## src/rtl/parse_arbiter_pkg.sv

```systemverilog
// Shared widths, requester ids and range helper for the fetch/load parse path.
// Latency: none (definitions only).
// Backpressure: n/a.
package parse_arbiter_pkg;

   localparam int OFFSET_SIZE  = 5;
   localparam int INDEX_SIZE   = 8;
   localparam int TAG_SIZE     = 64 - (OFFSET_SIZE + INDEX_SIZE);
   localparam int LINE_BITS    = (2**OFFSET_SIZE) * 8;
   localparam int PAYLOAD_BITS = 32;
   localparam int FIFO_DEPTH   = 2;

   // Requester identities, shared by the fetch and load units.
   typedef enum logic {
      FETCH = 1'b0,
      LOAD  = 1'b1
   } req_id_e;

   // An extraction window that runs past the end of the line cannot be parsed.
   function automatic logic out_of_range(input int offset, input int payload_bits,
                                         input int line_bits);
      return (offset * 8 + payload_bits) > line_bits;
   endfunction

endpackage

```

## src/rtl/parse_req_fifo.sv

```systemverilog
// Per-requester request queue: circular buffer with registered occupancy.
// Latency: an entry is visible at data_o the cycle after it is pushed (no bypass).
// Backpressure: full_o from registered occupancy; pushes while full or during flush are dropped.
module parse_req_fifo
   import parse_arbiter_pkg::*;
#(
   parameter int WIDTH = 8,
   parameter int DEPTH = FIFO_DEPTH
) (
   input  logic             clock_i,
   input  logic             reset_i,
   input  logic             flush_i,
   input  logic             push_i,
   input  logic [WIDTH-1:0] data_i,
   input  logic             pop_i,
   output logic [WIDTH-1:0] data_o,
   output logic             full_o,
   output logic             empty_o
);

   localparam int PTR_W = (DEPTH > 1) ? $clog2(DEPTH) : 1;
   localparam int CNT_W = $clog2(DEPTH + 1);

   logic [WIDTH-1:0] mem_q [DEPTH];
   logic [PTR_W-1:0] wr_ptr_q, wr_ptr_d;
   logic [PTR_W-1:0] rd_ptr_q, rd_ptr_d;
   logic [CNT_W-1:0] count_q, count_d;
   logic             do_push, do_pop;

   assign full_o  = (count_q == CNT_W'(DEPTH));
   assign empty_o = (count_q == '0);
   assign data_o  = mem_q[rd_ptr_q];

   assign do_push = push_i & ~full_o & ~flush_i;
   assign do_pop  = pop_i & ~empty_o & ~flush_i;

   // Next pointer/occupancy; pointers wrap explicitly at DEPTH-1.
   always_comb begin
      wr_ptr_d = wr_ptr_q;
      rd_ptr_d = rd_ptr_q;
      count_d  = count_q;
      if (do_push) begin
         wr_ptr_d = (wr_ptr_q == PTR_W'(DEPTH - 1)) ? '0 : wr_ptr_q + PTR_W'(1);
      end
      if (do_pop) begin
         rd_ptr_d = (rd_ptr_q == PTR_W'(DEPTH - 1)) ? '0 : rd_ptr_q + PTR_W'(1);
      end
      case ({do_push, do_pop})
         2'b10:   count_d = count_q + CNT_W'(1);
         2'b01:   count_d = count_q - CNT_W'(1);
         default: count_d = count_q;
      endcase
      if (flush_i) begin
         wr_ptr_d = '0;
         rd_ptr_d = '0;
         count_d  = '0;
      end
   end

   // Pointer and occupancy state; reset empties the queue.
   always_ff @(posedge clock_i) begin
      if (reset_i) begin
         wr_ptr_q <= '0;
         rd_ptr_q <= '0;
         count_q  <= '0;
      end else begin
         wr_ptr_q <= wr_ptr_d;
         rd_ptr_q <= rd_ptr_d;
         count_q  <= count_d;
      end
   end

   // Storage is not reset; occupancy alone decides what is valid.
   always_ff @(posedge clock_i) begin
      if (do_push) begin
         mem_q[wr_ptr_q] <= data_i;
      end
   end

endmodule

```

## src/rtl/parse_arbiter.sv

```systemverilog
// Round-robin arbiter feeding fetch/load requests to a 1-cycle line parser.
// Latency: enqueue->grant >= 1 cycle, grant->response exactly 1 cycle.
// Backpressure: reqReadyN_o = queue not full (low in reset); responses cannot be stalled.
module parse_arbiter
   import parse_arbiter_pkg::*;
#(
   parameter int offsetSize           = OFFSET_SIZE,
   parameter int indexSize            = INDEX_SIZE,
   parameter int tagSize              = 64 - (offsetSize + indexSize),
   parameter int cachelineSizeInBits  = (2**offsetSize) * 8,
   parameter int parsePayloadSizeBits = PAYLOAD_BITS,
   parameter int fifoDepth            = FIFO_DEPTH
) (
   input  logic                            clock_i,
   input  logic                            reset_i,
   input  logic                            flush_i,
   // fetch requester
   input  logic                            reqValid0_i,
   output logic                            reqReady0_o,
   input  logic [cachelineSizeInBits-1:0]  reqCacheline0_i,
   input  logic [tagSize-1:0]              reqTag0_i,
   input  logic [indexSize-1:0]            reqIndex0_i,
   input  logic [offsetSize-1:0]           reqOffset0_i,
   // load requester
   input  logic                            reqValid1_i,
   output logic                            reqReady1_o,
   input  logic [cachelineSizeInBits-1:0]  reqCacheline1_i,
   input  logic [tagSize-1:0]              reqTag1_i,
   input  logic [indexSize-1:0]            reqIndex1_i,
   input  logic [offsetSize-1:0]           reqOffset1_i,
   // parser request side
   output logic                            parseEnable_o,
   output logic [cachelineSizeInBits-1:0]  parseCacheline_o,
   output logic [tagSize-1:0]              parseTag_o,
   output logic [indexSize-1:0]            parseIndex_o,
   output logic [offsetSize-1:0]           parseOffset_o,
   // parser result side
   input  logic                            parseEnable_i,
   input  logic [parsePayloadSizeBits-1:0] parsePayload_i,
   input  logic [tagSize-1:0]              parseTag_i,
   input  logic [indexSize-1:0]            parseIndex_i,
   input  logic [offsetSize-1:0]           parseOffset_i,
   // fetch response
   output logic                            respValid0_o,
   output logic                            respErr0_o,
   output logic [parsePayloadSizeBits-1:0] respPayload0_o,
   output logic [tagSize-1:0]              respTag0_o,
   output logic [indexSize-1:0]            respIndex0_o,
   output logic [offsetSize-1:0]           respOffset0_o,
   // load response
   output logic                            respValid1_o,
   output logic                            respErr1_o,
   output logic [parsePayloadSizeBits-1:0] respPayload1_o,
   output logic [tagSize-1:0]              respTag1_o,
   output logic [indexSize-1:0]            respIndex1_o,
   output logic [offsetSize-1:0]           respOffset1_o
);

   localparam int ENTRY_W = cachelineSizeInBits + tagSize + indexSize + offsetSize;

   logic [1:0]               fifo_full, fifo_empty, fifo_push, fifo_pop;
   logic [ENTRY_W-1:0]       fifo_head0, fifo_head1, head_dat;
   logic [cachelineSizeInBits-1:0] head_line;
   logic [tagSize-1:0]       head_tag;
   logic [indexSize-1:0]     head_index;
   logic [offsetSize-1:0]    head_offset;
   logic                     head_err;

   logic                     grant_vld;
   req_id_e                  grant_id;
   req_id_e                  last_grant_q, last_grant_d;

   logic                     pipe_vld_q, pipe_vld_d;
   req_id_e                  pipe_id_q, pipe_id_d;
   logic                     pipe_err_q, pipe_err_d;
   logic [tagSize-1:0]       pipe_tag_q, pipe_tag_d;
   logic [indexSize-1:0]     pipe_index_q, pipe_index_d;
   logic [offsetSize-1:0]    pipe_offset_q, pipe_offset_d;

   logic                     resp_vld, resp_ok;
   logic [parsePayloadSizeBits-1:0] resp_payload;
   logic [tagSize-1:0]       resp_tag;
   logic [indexSize-1:0]     resp_index;
   logic [offsetSize-1:0]    resp_offset;

   // Ready looks only at registered occupancy, so a same-cycle pop never frees a slot early.
   assign reqReady0_o  = ~fifo_full[0] & ~reset_i;
   assign reqReady1_o  = ~fifo_full[1] & ~reset_i;
   assign fifo_push[0] = reqValid0_i & reqReady0_o & ~flush_i;
   assign fifo_push[1] = reqValid1_i & reqReady1_o & ~flush_i;

   parse_req_fifo #(.WIDTH(ENTRY_W), .DEPTH(fifoDepth)) u_fetch_fifo (
      .clock_i (clock_i),
      .reset_i (reset_i),
      .flush_i (flush_i),
      .push_i  (fifo_push[0]),
      .data_i  ({reqCacheline0_i, reqTag0_i, reqIndex0_i, reqOffset0_i}),
      .pop_i   (fifo_pop[0]),
      .data_o  (fifo_head0),
      .full_o  (fifo_full[0]),
      .empty_o (fifo_empty[0])
   );

   parse_req_fifo #(.WIDTH(ENTRY_W), .DEPTH(fifoDepth)) u_load_fifo (
      .clock_i (clock_i),
      .reset_i (reset_i),
      .flush_i (flush_i),
      .push_i  (fifo_push[1]),
      .data_i  ({reqCacheline1_i, reqTag1_i, reqIndex1_i, reqOffset1_i}),
      .pop_i   (fifo_pop[1]),
      .data_o  (fifo_head1),
      .full_o  (fifo_full[1]),
      .empty_o (fifo_empty[1])
   );

   // Round-robin pick among non-empty queues; reset and flush suppress any grant.
   always_comb begin
      grant_vld = 1'b0;
      grant_id  = FETCH;
      if (!reset_i && !flush_i) begin
         if (!fifo_empty[0] && !fifo_empty[1]) begin
            grant_vld = 1'b1;
            grant_id  = (last_grant_q == FETCH) ? LOAD : FETCH;
         end else if (!fifo_empty[0]) begin
            grant_vld = 1'b1;
            grant_id  = FETCH;
         end else if (!fifo_empty[1]) begin
            grant_vld = 1'b1;
            grant_id  = LOAD;
         end
      end
   end

   assign fifo_pop[0] = grant_vld & (grant_id == FETCH);
   assign fifo_pop[1] = grant_vld & (grant_id == LOAD);

   assign head_dat = (grant_id == LOAD) ? fifo_head1 : fifo_head0;
   assign {head_line, head_tag, head_index, head_offset} = head_dat;
   assign head_err = out_of_range(int'(head_offset), parsePayloadSizeBits, cachelineSizeInBits);

   // Out-of-range entries are still popped, but never reach the parser.
   assign parseEnable_o    = grant_vld & ~head_err;
   assign parseCacheline_o = head_line;
   assign parseTag_o       = head_tag;
   assign parseIndex_o     = head_index;
   assign parseOffset_o    = head_offset;

   // Next state for the arbitration history and the grant shadow pipeline.
   always_comb begin
      last_grant_d  = grant_vld ? grant_id : last_grant_q;
      pipe_vld_d    = grant_vld;
      pipe_id_d     = pipe_id_q;
      pipe_err_d    = pipe_err_q;
      pipe_tag_d    = pipe_tag_q;
      pipe_index_d  = pipe_index_q;
      pipe_offset_d = pipe_offset_q;
      if (grant_vld) begin
         pipe_id_d     = grant_id;
         pipe_err_d    = head_err;
         pipe_tag_d    = head_tag;
         pipe_index_d  = head_index;
         pipe_offset_d = head_offset;
      end
   end

   // lastGrant resets to LOAD so fetch wins the first contention.
   always_ff @(posedge clock_i) begin
      if (reset_i) begin
         last_grant_q <= LOAD;
         pipe_vld_q   <= 1'b0;
      end else begin
         last_grant_q <= last_grant_d;
         pipe_vld_q   <= pipe_vld_d;
      end
      pipe_id_q     <= pipe_id_d;
      pipe_err_q    <= pipe_err_d;
      pipe_tag_q    <= pipe_tag_d;
      pipe_index_q  <= pipe_index_d;
      pipe_offset_q <= pipe_offset_d;
   end

   // Steer the in-flight result to its requester; reset and flush kill it outright.
   always_comb begin
      resp_vld     = pipe_vld_q & ~reset_i & ~flush_i;
      resp_ok      = resp_vld & ~pipe_err_q;
      resp_payload = (resp_ok & parseEnable_i) ? parsePayload_i : '0;
      resp_tag     = pipe_err_q ? pipe_tag_q    : parseTag_i;
      resp_index   = pipe_err_q ? pipe_index_q  : parseIndex_i;
      resp_offset  = pipe_err_q ? pipe_offset_q : parseOffset_i;
   end

   assign respValid0_o   = resp_vld & (pipe_id_q == FETCH);
   assign respValid1_o   = resp_vld & (pipe_id_q == LOAD);
   assign respErr0_o     = respValid0_o & pipe_err_q;
   assign respErr1_o     = respValid1_o & pipe_err_q;
   assign respPayload0_o = (pipe_id_q == FETCH) ? resp_payload : '0;
   assign respPayload1_o = (pipe_id_q == LOAD)  ? resp_payload : '0;
   assign respTag0_o     = resp_tag;
   assign respTag1_o     = resp_tag;
   assign respIndex0_o   = resp_index;
   assign respIndex1_o   = resp_index;
   assign respOffset0_o  = resp_offset;
   assign respOffset1_o  = resp_offset;

endmodule

```

## config.mk

```make
export PLATFORM = sky130hd
export DESIGN_NAME = parse_arbiter
export DESIGN_NICKNAME = d
export VERILOG_FILES = /design/src/rtl/parse_arbiter_pkg.sv /design/src/rtl/parse_req_fifo.sv /design/src/rtl/parse_arbiter.sv
export SDC_FILE = /design/constraint.sdc
export NUM_CORES = 1
export LEC_CHECK = 0
export BUFFER_PORTS_ARGS = -buffer_cell sky130_fd_sc_hd__buf_2
export CAP_MARGIN = 20
export CORE_AREA = 8 8 480 482
export DETAILED_ROUTE_END_ITERATION = 12
export DIE_AREA = 0 0 488 490
export GPL_TIMING_DRIVEN = 1
export PLACE_DENSITY_LB_ADDON = 0.15
export SETUP_SLACK_MARGIN = 0.1
export SLEW_MARGIN = 10
export SYNTH_ARGS = -nofsm -noshare
export SYNTH_HDL_FRONTEND = slang
export SYNTH_SLANG_ARGS = --single-unit
```

## constraint.sdc

```tcl
create_clock -name clock_i -period 17.6 [get_ports clock_i]
set_input_delay 0.88 -clock clock_i [delete_from_list [all_inputs] [get_ports clock_i]]
set_output_delay 0.88 -clock clock_i [all_outputs]
set_load 0.02 [all_outputs]
```

==> results of run 1 <==
## power groups by stage
| stage | combinational [mW] | sequential [mW] | clock [mW] |
|---|---|---|---|
| after floorplan | 0.162 | 3.72 | 0 |
| final | 0.374 | 3.63 | 3.17 |
| after detailed placement | 0.384 | 3.69 | 0 |
| after global routing | 0.403 | 3.63 | 3.40 |
| after global placement | 0.379 | 3.69 | 0 |
| after CTS | 0.385 | 3.63 | 3.29 |
## worst min path at each step
stage	from	endpoint	slack [ns]	depth (start not counted)
after floorplan	u_load_fifo.count_q[1]	u_load_fifo.count_q[1]	0.47	2
after global placement	u_fetch_fifo.rd_ptr_q	u_fetch_fifo.rd_ptr_q	0.49	2
after detailed placement	u_fetch_fifo.rd_ptr_q	u_fetch_fifo.rd_ptr_q	0.49	2
after CTS	reqCacheline0_i[53]	u_fetch_fifo.mem_q[1][117]	0.15	1
after global routing	reqCacheline0_i[71]	u_fetch_fifo.mem_q[1][135]	0.18	1
final	reqCacheline0_i[53]	u_fetch_fifo.mem_q[0][117]	0.26	1
## critical path: stages
cell and delay [ns]:
buf_2 0.13, or2_0 0.26, buf_4 0.23, a211oi_4 0.23
buf_4 0.73, buf_4 0.72, buf_4 0.81, buf_4 0.68
a211oi_1 0.10, a21oi_1 0.24, buf_2 0.21
## synth_stat cells
master     count
or2_1          1
o211ai_1       1
o31ai_1        1
xor2_1         3
buf_1          4
nor3_1         1
nand2_1        3
mux2i_1      321
xnor2_1        5
or2_0          1
a31oi_1        1
o22ai_1        1
nor2b_1      322
buf_4         91
and2_1        66
nand3_1        2
a21o_1         1
nand2b_1       4
and3b_1        1
nor2_1        18
or3_1          2
inv_1          3
edfxtp_1    1346
clkbuf_1     112
ha_1           2
a211oi_1     321
a211o_1        1
dfxtp_1       12
o2111ai_1      1
a211oi_4       1
and3_1         1
mux2_2        64
a21oi_1      322
o21ai_0        4
buf_2         50
## final cells by class
cell class                      instances  area, um^2  area share
Timing Repair Buffer                 1311        6764      0.1008
Sequential cell                      1358       40670      0.6058
Antenna cell                           71       177.7    0.002647
Inverter                                3       11.26   0.0001678
Clock inverter                         83       714.4     0.01064
Tap cell                             2992        3744     0.05577
Multi-Input combinational cell       1472       10780      0.1605
Clock buffer                          209        4273     0.06365
## through the flow
step,util,hold WS [ns],cells
2_1_floorplan,-,0.4718,3090
3_3_place_gp,0.2777,0.4903,7136
3_5_place_dp,0.2777,0.4938,7136
4_1_cts,0.3000,0.1528,7428
5_1_grt,0.3003,0.1807,7452
6_report,0.3008,0.2603,7499
## layer usage
metal / up-vias / GRT usage
li1: 14580 / -
met1: 15820 / 0.1671
met2: 1250 / 0.2805
met3: 508 / 0.06312
met4: 112 / 0.05184
met5: - / 0
## registers in the layout, summed over array words and instances (netlist names), 2 cells and up, named ones only
signal,cells
pipe_index_q,8
pipe_offset_q,5
pipe_tag_q,51
u_fetch_fifo.count_q,2
u_fetch_fifo.mem_q,640
u_load_fifo.count_q,2
u_load_fifo.mem_q,640
## kinds of logic (layout without fill, tap and decap cells)
logic type | Yosys count | in the layout | share of synthesized area
AO/OA/AOI/OAI | 655 | 655 | 0.07796
XOR/XNOR | 8 | 8 | 0.001328
adder cells (fa/ha/maj) | 2 | 2 | 0.0004742
buffers and inverters | 260 | 1606 | 0.02615
flip-flops | 1358 | 1358 | 0.7705
multiplexers | 385 | 385 | 0.07455
other | 0 | 71 | 0
AND/OR/NAND/NOR | 422 | 422 | 0.04901
==> metrics.md, run 1 <==
| Metric | Value |
|---|---|
| Status | `completed` |
| Power density cells | `106.8 nW/um^2` |
| Syn_nets | `3834` |
| Ys Warns | `0` |
| Crit-path max FO | `79` |
| Area leader, netlist | `edfxtp_1` |
| Post-route antenna net violation count | `0` |
| Leading cell types in the layout, fill and taps excluded | `edfxtp_1, buf_2, nor2b_1` |
| CTS tree | `built` |
| Crit path to | `parseCacheline_o[117]` |
| Total number of vias | `32270` |
| GRT Total Usage | `0.1566` |
| Cells on worst reg2reg path | `6` |
| Die area | `239100 um^2` |
| Final setup TNS | `0 ns` |
| Largest buffer count on any clock path | `3` |
| PortBufs | `1260` |
| Comb power frac | `0.052` |
| Worst reg2reg path endpoint | `u_fetch_fifo.mem_q[1][147]` |
| Clock latency on the worst-skew pair | `0.80 ns` |
| Post-Syn Instances | `3090` |
| Fin nets | `5050` |
| Clk_skew | `0.03005 ns` |
| Mapped cell area | `52770 um^2` |
| Remaining DRCs | `0` |
| Min cycle time layout | `6.312 ns` |
| Max cap viols | `0` |
| Syn avg cell area | `17.08 um^2` |
| Critical path type | `input port to primary output` |
| Area share of the largest cell type after synthesis | `0.7660` |
| Final wirelength | `196.6 mm` |
| Synth area leaders | `edfxtp_1, mux2i_1, a211oi_1` |
| Post-Layout Inst Area | `67130 um^2` |
| Crit path from | `reset_i` |
| CTS resizes | `0` |
| Initial DRC Count | `1625` |
| Chip Width | `488 um` |
| Max layer used | `met5` |
| # Post-CTS Setup Buffers | `0` |
| Reg clk slew, reported paths | `0.06 ns` |
| Setup WS post-layout | `11.29 ns` |
| Vias per cell | `4.304` |
| R2R Path Start | `u_fetch_fifo.count_q[0]` |
| Met1 WL | `71.75 mm` |
| Final setup violation count | `0` |
| Worst slew margin | `0.2752` |
| Tot Pwr | `7.170 mW` |
| Initial antenna violation count | `205` |
| Fill cells | `22660` |
| CTS hold repair buffers | `0` |
| Clk sinks | `1358` |
| RSZ-0062 raised after global routing | `false` |
| Commonest non-fill, non-tap cell in the layout | `edfxtp_1` |
| Pre-CTS worst setup slack | `11.29 ns` |
| Worst-margin pin slew | `1.087 ns` |
| Flop2flop setup slack | `12.97 ns` |
| Seq/Total Area, Yosys | `0.7705` |
| H-Tree Depth | `4` |
| Area growth from synthesis to layout | `27.21%` |
| Met3 wire len | `17.64 mm` |
| Vias in the first global route | `32790` |
| Sw Share | `0.2202` |
| Final Slew Violations | `0` |
| Grt ovf | `0` |
| Layout cell share with drive strength beyond 1 | `0.3584` |
| Final worst-path cycle share | `0.3587` |
| Flop pwr share | `0.506` |
| Largest net degree at the start of global routing | `173` |
| Peak Freq | `158.4 MHz` |
| Internal power | `5.591 mW` |
| Clk pwr share | `0.442` |
| HP Class | `input port to flop` |
| CTS Buf Count | `160` |
| Worst Setup Start Kind | `input port` |
| Arrival @ worst endpoint | `5.43 ns` |
| Pleak | `23.19 nW` |
| Yosys cell types | `35` |
| Avg WL per Cell | `26.22 um` |
| Placer Congestion | `0.8406` |
| Critical Path End Type | `primary output` |
| Initial core utilization | `0.2365` |
| Cell Area, Placed | `61960 um^2` |
| Die Span Y | `490 um` |
| Psw | `1.579 mW` |
| Detailed Routing Iterations Pass 1 | `5` |
| Cell Rows | `174` |
| Met2 Routed Length | `99.36 mm` |
| Root Buffer | `clkbuf_16` |
| Final hold violations | `0` |
| #FFs+latches synth | `1358` |
| Peak supply drop | `0.09570 mV` |
| First-pass GRT wire length | `266.2 mm` |
| Detailed Place HPWL | `143.4 mm` |
| Core area | `223200 um^2` |
| IO Count | `1261` |
| Worst path required time | `16.72 ns` |
No activity file was read; power rests on OpenSTA's default activity.
==> inputs of run 2 (changes only) <==
--- a/config.mk
+++ b/config.mk
@@ -5,11 +5,12 @@
 export SDC_FILE = /design/constraint.sdc
 export NUM_CORES = 1
 export LEC_CHECK = 0
+export ABC_AREA = 1
 export BUFFER_PORTS_ARGS = -buffer_cell sky130_fd_sc_hd__buf_2
 export CAP_MARGIN = 20
-export CORE_AREA = 8 8 480 482
+export CORE_AREA = 8 8 483 485
 export DETAILED_ROUTE_END_ITERATION = 12
-export DIE_AREA = 0 0 488 490
+export DIE_AREA = 0 0 491 493
 export GPL_TIMING_DRIVEN = 1
 export PLACE_DENSITY_LB_ADDON = 0.15
 export SETUP_SLACK_MARGIN = 0.1
==> constraint.sdc (replaced) <==
create_clock -name clock_i -period 5.9 [get_ports clock_i]
set_input_delay 0.295 -clock clock_i [delete_from_list [all_inputs] [get_ports clock_i]]
set_output_delay 0.295 -clock clock_i [all_outputs]
set_load 0.02 [all_outputs]
==> metrics.md, run 2 <==
| Metric | Value |
|---|---|
| Status | `completed` |
| Clk pwr share | `0.430` |
| Grt ovf | `0` |
| Post-synth EDFFs | `1346` |
| Post-Syn Instances | `3604` |
| Max stage delay cell, worst path | `nand2_8` |
| Fin nets | `6227` |
| Peak supply drop | `0.2661 mV` |
| Largest regs | `u_fetch_fifo.mem_q: 640 flops, u_load_fifo.mem_q: 640 flops, pipe_tag_q: 51 flops` |
| Final Slew Violations | `0` |
| Root Buffer | `clkbuf_16` |
| Worst Hold Depth | `2` |
| Simple-Gate Fraction of Synth Area | `0.04789` |
| Worst Setup Start Kind | `flop` |
| Vias in the first global route | `36830` |
| Vias per cell | `4.120` |
| Area share of the largest cell type after synthesis | `0.7565` |
| First-pass GRT wire length | `270.5 mm` |
| Sw Share | `0.2267` |
| PortBufs | `1260` |
| Min-Delay Startpoint | `reqCacheline0_i[59]` |
| Area leader, netlist | `edfxtp_1` |
| Leading cell types in the layout, fill and taps excluded | `edfxtp_1, buf_2, dlygate4sd3_1` |
| Peak Freq | `263.3 MHz` |
| Power density cells | `289.5 nW/um^2` |
| CTS resizes | `0` |
| Clk sinks | `1358` |
| Synth top cells by count | `edfxtp_1, nand2_1, inv_1` |
| Area share of fa/ha/maj cells after synthesis | `0.0004684` |
| GRT Total Usage | `0.1514` |
| Final hold violations | `0` |
| # Post-CTS Setup Buffers | `0` |
| Reg clk slew, reported paths | `0.06 ns` |
| Total number of vias | `35740` |
| Final worst-path cycle share | `0.6436` |
| Critical path type | `flop to primary output` |
| Max cap viols | `0` |
| Worst slew margin | `0.2864` |
| Crit-path max FO | `104` |
| Most frequent CP cell | `buf_4` |
| Flop pwr share | `0.503` |
| Ys Warns | `0` |
| Final setup violation count | `0` |
| Post-Synth XOR/XNOR Area | `0.0001639` |
| H-Tree Depth | `4` |
| Post-Layout Inst Area | `74350 um^2` |
| Multi-input logic area | `9896 um^2` |
| Pleak | `27.17 nW` |
| Crit path from | `u_fetch_fifo.count_q[1]` |
| Initial DRC Count | `1964` |
| Most frequent cell after synthesis | `edfxtp_1` |
| Ys async rst share | `0` |
| HP Class | `input port to flop` |
| Cell Area, Placed | `62860 um^2` |
| IO Count | `1261` |
| Sequential cell area | `40670 um^2` |
| Hold_ws | `0.2036 ns` |
| RSZ-0062 raised after global routing | `false` |
| Avg WL per Cell | `22.19 um` |
| Worst-margin pin slew | `1.070 ns` |
| Initial antenna violation count | `83` |
| Mapped cell area | `53430 um^2` |
| Syn avg cell area | `14.82 um^2` |
| Post-route antenna net violation count | `0` |
| Placed cells | `7683` |
| CP cell instances | `o21ai_4 -> nand2_8 -> buf_4 -> buf_4 -> o211ai_1 -> o21ai_0 -> buf_2` |
| Yosys cell types | `29` |
| Initial core utilization | `0.2364` |
| Detailed Routing Iterations Pass 1 | `5` |
| CTS tree | `built` |
| Syn_nets | `4348` |
| Internal power | `16.64 mW` |
| Worst path required time | `5.61 ns` |
| Area growth from synthesis to layout | `39.16%` |
| Critical Path End Type | `primary output` |
| Placer Congestion | `0.8167` |
| Clk_skew | `0.05023 ns` |
| Die Span Y | `493 um` |
| Main combinational cell family by area after synthesis | `compound AO/OA/AOI/OAI gates` |
| Final Non-Filler Cells | `8674` |
| Tot Pwr | `21.52 mW` |
| Critical path's top delay family | `buffers and inverters` |
| #FFs+latches synth | `1358` |
| Psw | `4.878 mW` |
| Comb power frac | `0.067` |
| Cells on worst reg2reg path | `11` |
| Final setup TNS | `0 ns` |
| Commonest non-fill, non-tap cell in the layout | `edfxtp_1` |
| Final wirelength | `192.5 mm` |
| Cell Rows | `175` |
| Multiplexer area fraction after synthesis | `0.05902` |
| Worst path bufs/invs | `3` |
| Fill cells | `22640` |
| Remaining DRCs | `0` |
| Min cycle time layout | `3.797 ns` |
| Core area | `226000 um^2` |
| Synth area leaders | `edfxtp_1, mux2i_1, o211ai_1` |
| Clock latency on the worst-skew pair | `0.81 ns` |
| Arrival @ worst endpoint | `3.50 ns` |
| Chip Width | `491 um` |
| Largest buffer count on any clock path | `3` |
| R2R Path Start | `u_load_fifo.count_q[1]` |
| Detailed Place HPWL | `136.8 mm` |
| Worst path max stage delay | `0.63 ns` |
| Layout cell share with drive strength beyond 1 | `0.2813` |
| Compound-Gate Fraction of Synth Area | `0.07623` |
| Synth Flop Type | `edfxtp_1` |
| Largest net degree at the start of global routing | `139` |
| Die area | `242100 um^2` |
| Levels on crit path | `7` |
| CTS Buf Count | `160` |
| Seq/Total Area, Yosys | `0.7610` |
==> run 2: per-layer routing <==
metal  up-vias  part of all wire  GRT usage
met3       271             0.072    0.05024
li1      17010                 -          -
met5         -            0.0011          0
met1     17320              0.40     0.1761
met2      1098              0.50     0.2681
met4        34             0.024    0.03925
==> run 2: through the flow <==
stage	setup WS, ns	utilization
3_5_place_dp	2.646	0.2782
6_report	2.103	0.3290
3_3_place_gp	2.678	0.2782
5_1_grt	1.717	0.3289
2_1_floorplan	-0.1081	-
4_1_cts	1.807	0.3283
==> run 2: what timing repair did <==
action | in CTS | in global routing
endpoints found under the hold margin | 1302 | 0
hold buffers | 646 | 0
setup endpoints to repair | 0 | 0
==> run 2: path summary, 6_finish.rpt <==
| path | end | slack, ns |
|---|---|---|
| worst min register to register | flop | 0.46 |
| worst max-delay path | parseTag_o[2] | 2.10 |
| worst max register to register | u_fetch_fifo.count_q[1] | 3.11 |
| worst min-delay path | u_fetch_fifo.mem_q[1][123] | 0.20 |
==> run 2: layout make-up <==
cell class,count,area share
clock inverters,79,0.008482
flip-flops and latches,1358,0.5470
inverters,367,0.01858
well taps,3009,0.05064
repair buffers,1985,0.1834
multi-input cells,1611,0.1331
clock buffers,210,0.05693
diodes,55,0.001851
==> run 2: power by group through the flow <==
stage                     registers (mW)  logic (mW)  clock network, mW
after global placement              11.0        1.05                  0
after floorplan                     11.0       0.433                  0
final                               10.8        1.43               9.26
after detailed placement            11.0        1.06                  0
after global routing                10.8        1.54               9.95
after CTS                           10.8        1.47               9.63
==> run 2: kinds of logic (layout without fill, tap and decap cells) <==
| kind of cell | Yosys count | after routing |
|---|---|---|
| fa+ha+maj | 2 | 2 |
| buf+inv | 635 | 2641 |
| compound gates | 654 | 654 |
| simple gates | 639 | 639 |
| other cells | 0 | 55 |
| xor+xnor | 1 | 1 |
| mux | 315 | 315 |
| flops | 1358 | 1358 |
